--- src/rtl/mips_multicycle_controller.sv ---
// mips_multicycle_controller
//
// Purpose:
//   Moore control FSM for the multicycle MIPS datapath built around one shared
//   memory, one ULA and the IR/A/B/ULAout/Data holding registers. Each
//   instruction is sequenced over 2-5 cycles. The FSM also keeps a count of
//   retired instructions.
//
// Ports:
//   clk, reset          : clock and synchronous active-high reset
//   op, funct           : IR[31:26] and IR[5:0], held stable by the IR
//   zero                : ULA zero flag, only used for the beq PC enable
//   iord .. regwrite    : memory / IR / register-file selects and enables
//   ULAsrca, ULAsrcb    : ULA operand selects
//   ULAcontrol          : ULA operation (010 add, 110 sub, 000 and, 001 or, 111 slt)
//   pcsrc, pcen         : PC source select and PC load enable
//   state               : current state code, for debug
//   retired             : completed-instruction counter, wraps modulo 2^CNT_W
module mips_multicycle_controller #(
    parameter int CNT_W = 32
) (
    input  logic             clk,
    input  logic             reset,
    input  logic [5:0]       op,
    input  logic [5:0]       funct,
    input  logic             zero,
    output logic             iord,
    output logic             memread,
    output logic             memwrite,
    output logic             irwrite,
    output logic             regdst,
    output logic             memtoreg,
    output logic             regwrite,
    output logic             ULAsrca,
    output logic [1:0]       ULAsrcb,
    output logic [2:0]       ULAcontrol,
    output logic [1:0]       pcsrc,
    output logic             pcen,
    output logic [3:0]       state,
    output logic [CNT_W-1:0] retired
);

    typedef enum logic [3:0] {
        FETCH   = 4'd0,
        DECODE  = 4'd1,
        MEMADR  = 4'd2,
        MEMRD   = 4'd3,
        MEMWB   = 4'd4,
        MEMWR   = 4'd5,
        RTYPEEX = 4'd6,
        RTYPEWB = 4'd7,
        BEQEX   = 4'd8,
        ADDIEX  = 4'd9,
        ADDIWB  = 4'd10,
        JEX     = 4'd11
    } state_t;

    localparam logic [5:0] OP_LW   = 6'b100011;
    localparam logic [5:0] OP_SW   = 6'b101011;
    localparam logic [5:0] OP_RTYP = 6'b000000;
    localparam logic [5:0] OP_BEQ  = 6'b000100;
    localparam logic [5:0] OP_ADDI = 6'b001000;
    localparam logic [5:0] OP_J    = 6'b000010;

    localparam logic [2:0] ULA_ADD = 3'b010;
    localparam logic [2:0] ULA_SUB = 3'b110;

    typedef struct packed {
        logic       iord;
        logic       memread;
        logic       memwrite;
        logic       irwrite;
        logic       regdst;
        logic       memtoreg;
        logic       regwrite;
        logic       ulasrca;
        logic [1:0] ulasrcb;
        logic [2:0] ulacontrol;
        logic [1:0] pcsrc;
        logic       pcwrite;
        logic       branch;
    } ctrl_t;

    state_t     cur_state;
    state_t     next_state;
    state_t     target_state;
    ctrl_t      ctrl_d;
    ctrl_t      ctrl_q;
    logic [CNT_W-1:0] retired_q;

    // R-type operation decode; unknown funct codes fall back to add.
    function automatic logic [2:0] funct_decode(input logic [5:0] f);
        case (f)
            6'b100000: return 3'b010;
            6'b100010: return 3'b110;
            6'b100100: return 3'b000;
            6'b100101: return 3'b001;
            6'b101010: return 3'b111;
            default:   return 3'b010;
        endcase
    endfunction

    // Next-state logic. Unsupported opcodes and illegal codes return to FETCH.
    always_comb begin
        next_state = FETCH;
        case (cur_state)
            FETCH:   next_state = DECODE;
            DECODE: begin
                case (op)
                    OP_LW, OP_SW: next_state = MEMADR;
                    OP_RTYP:      next_state = RTYPEEX;
                    OP_BEQ:       next_state = BEQEX;
                    OP_ADDI:      next_state = ADDIEX;
                    OP_J:         next_state = JEX;
                    default:      next_state = FETCH;
                endcase
            end
            MEMADR:  next_state = (op == OP_LW) ? MEMRD : MEMWR;
            MEMRD:   next_state = MEMWB;
            RTYPEEX: next_state = RTYPEWB;
            ADDIEX:  next_state = ADDIWB;
            default: next_state = FETCH;
        endcase
    end

    // Output decode for the state about to be entered, so the Moore outputs
    // come straight from flops. The R-type ULA operation is decoded from funct
    // on the DECODE->RTYPEEX edge; the IR already holds it at that point.
    always_comb begin
        target_state = reset ? FETCH : next_state;
        ctrl_d = '0;
        ctrl_d.ulacontrol = ULA_ADD;
        case (target_state)
            FETCH: begin
                ctrl_d.memread = 1'b1;
                ctrl_d.irwrite = 1'b1;
                ctrl_d.pcwrite = 1'b1;
                ctrl_d.ulasrcb = 2'b01;
            end
            DECODE:  ctrl_d.ulasrcb = 2'b11;
            MEMADR, ADDIEX: begin
                ctrl_d.ulasrca = 1'b1;
                ctrl_d.ulasrcb = 2'b10;
            end
            MEMRD: begin
                ctrl_d.iord    = 1'b1;
                ctrl_d.memread = 1'b1;
            end
            MEMWB: begin
                ctrl_d.memtoreg = 1'b1;
                ctrl_d.regwrite = 1'b1;
            end
            MEMWR: begin
                ctrl_d.iord     = 1'b1;
                ctrl_d.memwrite = 1'b1;
            end
            RTYPEEX: begin
                ctrl_d.ulasrca    = 1'b1;
                ctrl_d.ulacontrol = funct_decode(funct);
            end
            RTYPEWB: begin
                ctrl_d.regdst   = 1'b1;
                ctrl_d.regwrite = 1'b1;
            end
            BEQEX: begin
                ctrl_d.ulasrca    = 1'b1;
                ctrl_d.ulacontrol = ULA_SUB;
                ctrl_d.pcsrc      = 2'b01;
                ctrl_d.branch     = 1'b1;
            end
            ADDIWB:  ctrl_d.regwrite = 1'b1;
            JEX: begin
                ctrl_d.pcsrc   = 2'b10;
                ctrl_d.pcwrite = 1'b1;
            end
            default: ctrl_d = ctrl_d;
        endcase
    end

    // State, registered outputs and the retired counter. An instruction retires
    // on any edge that re-enters FETCH from another state, including the NOP
    // path out of DECODE; the reset edge never counts.
    always_ff @(posedge clk) begin
        if (reset) begin
            cur_state <= FETCH;
            retired_q <= '0;
        end else begin
            cur_state <= next_state;
            if (next_state == FETCH && cur_state != FETCH)
                retired_q <= retired_q + CNT_W'(1);
        end
        ctrl_q <= ctrl_d;
    end

    // While reset is high the side-effecting enables are held off; zero reaches
    // pcen combinationally so a branch resolves in BEQEX itself.
    assign iord       = ctrl_q.iord;
    assign memread    = ctrl_q.memread  & ~reset;
    assign memwrite   = ctrl_q.memwrite & ~reset;
    assign irwrite    = ctrl_q.irwrite  & ~reset;
    assign regdst     = ctrl_q.regdst;
    assign memtoreg   = ctrl_q.memtoreg;
    assign regwrite   = ctrl_q.regwrite & ~reset;
    assign ULAsrca    = ctrl_q.ulasrca;
    assign ULAsrcb    = ctrl_q.ulasrcb;
    assign ULAcontrol = ctrl_q.ulacontrol;
    assign pcsrc      = ctrl_q.pcsrc;
    assign pcen       = (ctrl_q.pcwrite | (ctrl_q.branch & zero)) & ~reset;
    assign state      = cur_state;
    assign retired    = retired_q;

endmodule

--- config.mk ---
export PLATFORM = sky130hd
export DESIGN_NAME = mips_multicycle_controller
export DESIGN_NICKNAME = d
export VERILOG_FILES = /design/src/rtl/mips_multicycle_controller.sv
export SDC_FILE = /design/constraint.sdc
export NUM_CORES = 1
export LEC_CHECK = 0
export CAP_MARGIN = 10
export CORE_MARGIN = 8
export CORE_UTILIZATION = 41
export DETAILED_ROUTE_END_ITERATION = 16
export GPL_TIMING_DRIVEN = 1
export PLACE_DENSITY = 0.7
export REMOVE_ABC_BUFFERS = 1
export SKIP_CTS_REPAIR_TIMING = 1
export SLEW_MARGIN = 20
export SYNTH_ARGS = -nofsm -noshare
export SYNTH_HDL_FRONTEND = slang
export SYNTH_SLANG_ARGS = --single-unit
--- constraint.sdc ---
create_clock -name clk -period 3.35 [get_ports clk]
set_input_delay 0.67 -clock clk [delete_from_list [all_inputs] [get_ports clk]]
set_output_delay 0.67 -clock clk [all_outputs]
set_load 0.02 [all_outputs]
==> impl_metrics.env <==
export IMPL_seq_area_um2=1040
export IMPL_worstHoldPathType="flip-flop to flip-flop"
export IMPL_fp_row_count=28
export IMPL_ant_nets=0
export IMPL_io_buffers=66
export IMPL_htree_levels=2
export IMPL_cpPeakStageDelay_ns=0.71
export IMPL_leakage_nw=1.06
export IMPL_worstMarginPinSlew_ns=0.677
export IMPL_cellPowerDensity_nw_per_um2=341
export IMPL_fin_ws_ns=0.414
export IMPL_synth_edff_count=0
export IMPL_ys_flop_type="dfxtp_1"
export IMPL_crit_path_max_fanout=9
export IMPL_finClkSkew_ns=0.00620
export IMPL_drv_slew=0
export IMPL_clock_path_buffers=2
export IMPL_preCtsSetupSlack_ns=0.111
export IMPL_coreArea_um2=5890
export IMPL_tns_ns=0
export IMPL_die_x_um=93.6
export IMPL_syn_instance_count=294
export IMPL_finalWeightedCongestion=0.790
export IMPL_drt_iter0_drc=121
export IMPL_first_pass_iters=4
export IMPL_totalWireLength_mm=6.19
export IMPL_ys_types=46
export IMPL_fillers=552
export IMPL_cap_violations=0
export IMPL_grt_pass1_vias=2215
export IMPL_slew_headroom_pct=54.2
export IMPL_synth_async_reset_ratio_pct=0
export IMPL_irDropWorstVdd_mv=0.180
export IMPL_setup_viol=0
export IMPL_globalRouteTotalUtil_pct=14.1
export IMPL_grt_setup_unrepaired="no"
export IMPL_cp_arrival_ns=3.18
export IMPL_max_freq_ghz=0.341
export IMPL_cts_buffers_inserted=5
export IMPL_num_io_pins=67
export IMPL_netlist_area_um2=2470
export IMPL_clkLatencyLatePin_ns=0.31
export IMPL_syn_mean_instance_area_um2=8.39
export IMPL_cts_tree="done"
export IMPL_crit_path_start_kind="input pin"
export IMPL_clkSinkCount=52
export IMPL_hold_viol=0
export IMPL_drive_gt1_share_pct=8.89
export IMPL_status="finished clean"
export IMPL_globalRouteOverflowTotal=0
export IMPL_drc=0
export IMPL_routedWlPerCell_um=14.2
export IMPL_crit_path_frequent_cell="or4_1"
export IMPL_root_buffer="clkbuf_8"
export IMPL_vias=2362
export IMPL_fin_nets=375
export IMPL_yosysTopAreaCell="dfxtp_1"
export IMPL_crit_required_ns=3.59
export IMPL_crit_type="input pin to flip-flop"
export IMPL_path_clk_slew_ns=0.10
export IMPL_start_util_pct=41.9
export IMPL_netlist_area_leader_share_pct=42.2
export IMPL_critical_path_slowest_cell="or4_1"
export IMPL_grt_max_degree=37
export IMPL_via_per_inst=5.42
export IMPL_die_h_um=93.6
export IMPL_hold_ws_ns=0.488
export IMPL_multi_input_area_um2=1310
export IMPL_yosys_cell_count_top_type="dfxtp_1"
export IMPL_yosysSeqAreaShare_pct=42.2
export IMPL_antenna_found_initial=1
export IMPL_yosysWarnings=0
export IMPL_synth_common_cells="52 x dfxtp_1, 27 x nor2_1, 24 x a21oi_1, 19 x o21ai_0, 17 x nand2_1"
export IMPL_synth_seq_cells=52
export IMPL_critPathCaptureType="flip-flop"
export IMPL_synth_area_leaders="dfxtp_1 42%, a21oi_1 4.9%, nor2_1 4.1%, o21ai_0 3.9%, or3_1 3.8%"
export IMPL_period_share_pct=87.6
export IMPL_area_growth_pct=33.6
export IMPL_dp_hpwl_mm=4.75
export IMPL_grt_pass1_wl_mm=10.2
export IMPL_final_cell_count_no_fill=436
export IMPL_worstPathCellList="clkdlybuf4s50_1, nor3_1, o211ai_1, o311ai_1, or4_1, or4_1, a21oi_1"
export IMPL_fp_dieArea_um2=8760
export IMPL_dpl_cell_count=427
export IMPL_period_minus_slack_ns=2.94
cell families (layout without fill, tap and decap cells):
logic type                 count (synthesis)  in the layout  synth area share, %
other                                      0              1                    0
muxes                                      2              2                0.913
xor gates and xnor gates                  13             13                 4.61
AOI/OAI and AO/OA                         63             63                 15.5
and+or+nand+nor                          140            140                 31.5
DFF                                       52             52                 42.2
buffers and inverters                     23             89                 4.77
adders and majority gates                  1              1                0.507
metal layers:
layer	share of wire [%]	track usage, %
met1	46	17.6
met3	4.7	2.56
met4	2.2	5.81
met5	0	0
met2	47	23.4
final timing paths:
path	startpoint	cells after the start	end	slack (ns)
max	op[3]	7	retired[22]	0.41
min	retired[31]	2	retired[31]	0.49
max reg2reg	retired[0]	6	retired[22]	0.80
min reg2reg	retired[31]	2	retired[31]	0.49
critical path: cells and delay by family:
kind                   cells  cell delay, ns
AOI/OAI and AO/OA          3            0.66
and+or+nand+nor            3            1.25
buffers and inverters      1            0.60
sequential cells by signal, indices dropped and copies added (netlist names):
signal,count
retired,32
ctrl_q,5
state,4
ULAcontrol,3
ULAsrcb,2
pcsrc,2
ULAsrca,1
iord,1
memtoreg,1
regdst,1
power breakdown:
part	switching (mW)	total, mW	internal, mW	leakage (nW)
clock network	0.214	0.363	0.148	0.0404
logic	0.0651	0.125	0.0596	0.603
registers	0.00912	0.637	0.628	0.421
cell usage in the layout, fill, tap and decap left out, types with 2 or more instances in the layout:
master	Yosys	routed
a21oi_1	24	24
a31o_2	2	2
and2_1	2	2
and3_1	4	4
and4_1	4	4
buf_4	7	12
clkbuf_8	0	5
clkdlybuf4s50_1	0	65
clkinvlp_4	0	2
dfxtp_1	52	52
inv_1	3	3
nand2_1	17	17
nand2b_1	6	6
nand3_1	16	16
nand4_1	11	11
nor2_1	27	27
nor2b_1	6	6
nor3_1	8	8
nor3_2	2	2
nor3b_1	3	3
nor4_1	7	7
o211ai_1	2	2
o21ai_0	19	19
o31ai_1	5	5
or2_2	2	2
or3_1	15	15
or4_1	7	7
xnor2_1	8	8
xor2_1	5	5
area by class of cell:
| type | instances | share of cell area (%) |
|---|---|---|
| Multi-Input combinational cell | 219 | 39.7 |
| Sequential cell | 52 | 31.6 |
| Timing Repair Buffer | 78 | 22.6 |
| Tap cell | 75 | 2.85 |
| Clock buffer | 5 | 2.09 |
| Clock inverter | 3 | 0.721 |
| Inverter | 3 | 0.342 |
| Antenna cell | 1 | 0.0759 |
per-stage QoR:
stage	util [%]	area (um2)	total power, mW
floorplan	-	2360	0.705
global placement	54.4	3200	0.776
detailed placement	54.4	3200	0.777
CTS	56.0	3290	1.14
global route	56.0	3300	1.17
finish	56.0	3300	1.12
No activity file was read; power rests on OpenSTA's default activity.
==> RTL edit (same settings) <==
Register the inputs `op`, `funct` and `zero` before use, without a reset. The logic sees them one clock later.
--- a/src/rtl/mips_multicycle_controller.sv
+++ b/src/rtl/mips_multicycle_controller.sv
@@ -83,2 +83,12 @@
 
+    logic [5:0] op_q;
+    logic [5:0] funct_q;
+    logic zero_q;
+
+    always_ff @(posedge clk) begin
+        op_q    <= op;
+        funct_q <= funct;
+        zero_q  <= zero;
+    end
+
     state_t     cur_state;
@@ -108,3 +118,3 @@
             DECODE: begin
-                case (op)
+                case (op_q)
                     OP_LW, OP_SW: next_state = MEMADR;
@@ -117,3 +127,3 @@
             end
-            MEMADR:  next_state = (op == OP_LW) ? MEMRD : MEMWR;
+            MEMADR:  next_state = (op_q == OP_LW) ? MEMRD : MEMWR;
             MEMRD:   next_state = MEMWB;
@@ -158,3 +168,3 @@
                 ctrl_d.ulasrca    = 1'b1;
-                ctrl_d.ulacontrol = funct_decode(funct);
+                ctrl_d.ulacontrol = funct_decode(funct_q);
             end
@@ -207,3 +217,3 @@
     assign pcsrc      = ctrl_q.pcsrc;
-    assign pcen       = (ctrl_q.pcwrite | (ctrl_q.branch & zero)) & ~reset;
+    assign pcen       = (ctrl_q.pcwrite | (ctrl_q.branch & zero_q)) & ~reset;
     assign state      = cur_state;
Behaviour: not the same (a bounded check fails within 4 cycles, from zero or initial values and one cycle with reset high).
==> RTL edit against the original RTL <==
- sequential cell count increased by 13
- largest power group unchanged
- total power increased by 43%
- global-route usage increased by 0.78 points
- largest cell class unchanged
- setup slack improved by 440 ps
- routed wire length increased by 23%
- synthesized area increased by 24%
- design area increased by 17%
==> RTL edit: results (changes against the original RTL) <==
- Post-synth cell types: 55 (was 46)
- Worst slew margin: 51.4% (was 54.2%)
- Worst stage delay on the critical path: 590 ps (was 710 ps)
- Number of buffers inserted during clock tree synthesis: 9 (was 5)
- Initial DRC Count: 142 (was 121)
- Wire length of the first global-routing pass: 12,500 µm (was 10,200 µm)
- Max IR drop VDD: 0.000365 V (was 0.000180 V)
- Insertion delay to the later sink of the worst-skew pair: 340 ps (was 310 ps)
- Number of global-route vias before repair: 2,660 (was 2,215)
- Per-cell via count in the routed design: 5.64 (was 5.42)
- Wire length per cell after detailed routing: 15.6 µm (was 14.2 µm)
- Largest net degree at the start of global routing: 64 (was 37)
- Static leakage: 0.00126 µW (was 0.00106 µW)
- Net switching power figure: 416 µW (was 288 µW)
- Slowest library cell on the worst path: sky130_fd_sc_hd__nand2_2 (was sky130_fd_sc_hd__or4_1)
- Worst Setup EP: retired[18] (was retired[22])
- Initial antenna violation count: 0 (was 1)
- Gr usage total: 14.9% (was 14.1%)
- Setup CP Type: flop to flop (was primary input to flop)
- Cells after Synth: 334 (was 294)
- Fraction of the core area covered by cells at the end of the flow: 53.1% (was 56.0%)
- Maximum fanout encountered on the critical timing path: 46 (was 9)
- Area after DPL: 0.00364 mm² (was 0.00320 mm²)
- # placed instances: 471 (was 427)
- Result of the run: finished, final reports clean (unchanged)
- Leading post-synthesis cells by cell area: sky130_fd_sc_hd__dfxtp_1 43%, sky130_fd_sc_hd__o31ai_1 6.1%, sky130_fd_sc_hd__or4_1 6.1%, sky130_fd_sc_hd__a21oi_1 5.4%, sky130_fd_sc_hd__nand4_1 3.9% (was sky130_fd_sc_hd__dfxtp_1 42%, sky130_fd_sc_hd__a21oi_1 4.9%, sky130_fd_sc_hd__nor2_1 4.1%, sky130_fd_sc_hd__o21ai_0 3.9%, sky130_fd_sc_hd__or3_1 3.8%)
- Leading cell types by count after synthesis: 65 x sky130_fd_sc_hd__dfxtp_1, 33 x sky130_fd_sc_hd__a21oi_1, 25 x sky130_fd_sc_hd__o31ai_1, 25 x sky130_fd_sc_hd__or4_1, 19 x sky130_fd_sc_hd__nand4_1 (was 52 x sky130_fd_sc_hd__dfxtp_1, 27 x sky130_fd_sc_hd__nor2_1, 24 x sky130_fd_sc_hd__a21oi_1, 19 x sky130_fd_sc_hd__o21ai_0, 17 x sky130_fd_sc_hd__nand2_1)
- Pre-CTS setup slack: 897 ps (was 111 ps)
- Detail Placement HPWL: 5200 µm (was 4750 µm)
- Proportion of synthesized chip area in sequential cells: 42.6% (was 42.2%)
- Nets: 399 (was 375)
- Skew final: 4.25 ps (was 6.20 ps)
- Filler instances: 680 (was 552)
- Final weighted congestion in routability-driven placement: 0.834 (was 0.790)
- Reg2reg start: state[0] (was retired[0])
- Final routed wirelength across all metal layers: 7630 µm (was 6190 µm)
-- RTL edit: cell count changes in the layout (fill, tap and decap cells not counted), sizes merged, moves of 10 or more --
cell,change
or4,+19
or3,-11
nor2,-13
o31ai,+21
buf,-10
dfxtp,+13
o21ai,-15
-- RTL edit: cell families after synthesis --
logic type | count (synthesis) | synth area share (%)
simple gates | 140 | 27.8
compound gates | 84 | 19.5
flops | 65 | 42.6
buf+inv | 38 | 7.74
xor+xnor | 4 | 1.15
mux | 2 | 0.819
fa+ha+maj | 1 | 0.409
-- RTL edit: final cells by class --
cell class                      instances  share of cell area [%]
Antenna cell                            1                  0.0650
Clock buffer                            9                    3.22
Clock inverter                          7                    2.05
Inverter                                8                   0.780
Multi-Input combinational cell        231                    39.4
Sequential cell                        65                    33.8
Tap cell                               99                    3.22
Timing Repair Buffer                   68                    17.4
-- RTL edit: how the worst min path moves through the flow --
stage                      startpoint            end  slack (ps)  depth (start not counted)
after floorplan            funct_q[1]  ULAcontrol[1]         430                          2
after global placement     funct_q[1]  ULAcontrol[1]         460                          2
after detailed placement   funct_q[1]  ULAcontrol[1]         470                          2
after CTS                  funct_q[1]  ULAcontrol[1]         490                          2
after global routing      retired[31]    retired[31]         500                          2
final                      funct_q[1]  ULAcontrol[1]         480                          2
-- RTL edit: power by group through the flow --
stage / sequential (µW) / combinational, µW / clock (µW)
global placement: 823 / 121 / 0
CTS: 806 / 124 / 692
floorplan: 827 / 60.0 / 0
detailed placement: 824 / 124 / 0
global route: 809 / 135 / 730
finish: 806 / 124 / 676
-- RTL edit: metal layers --
metal	vias up	GRT usage (%)	routed length (µm)	share of wire, %
met5	-	0	0	0
met4	0	3.84	56	0.73
met3	6	6.68	657	8.6
met2	90	23.9	3500	46
met1	1282	17.6	3410	45
li1	1374	-	-	-
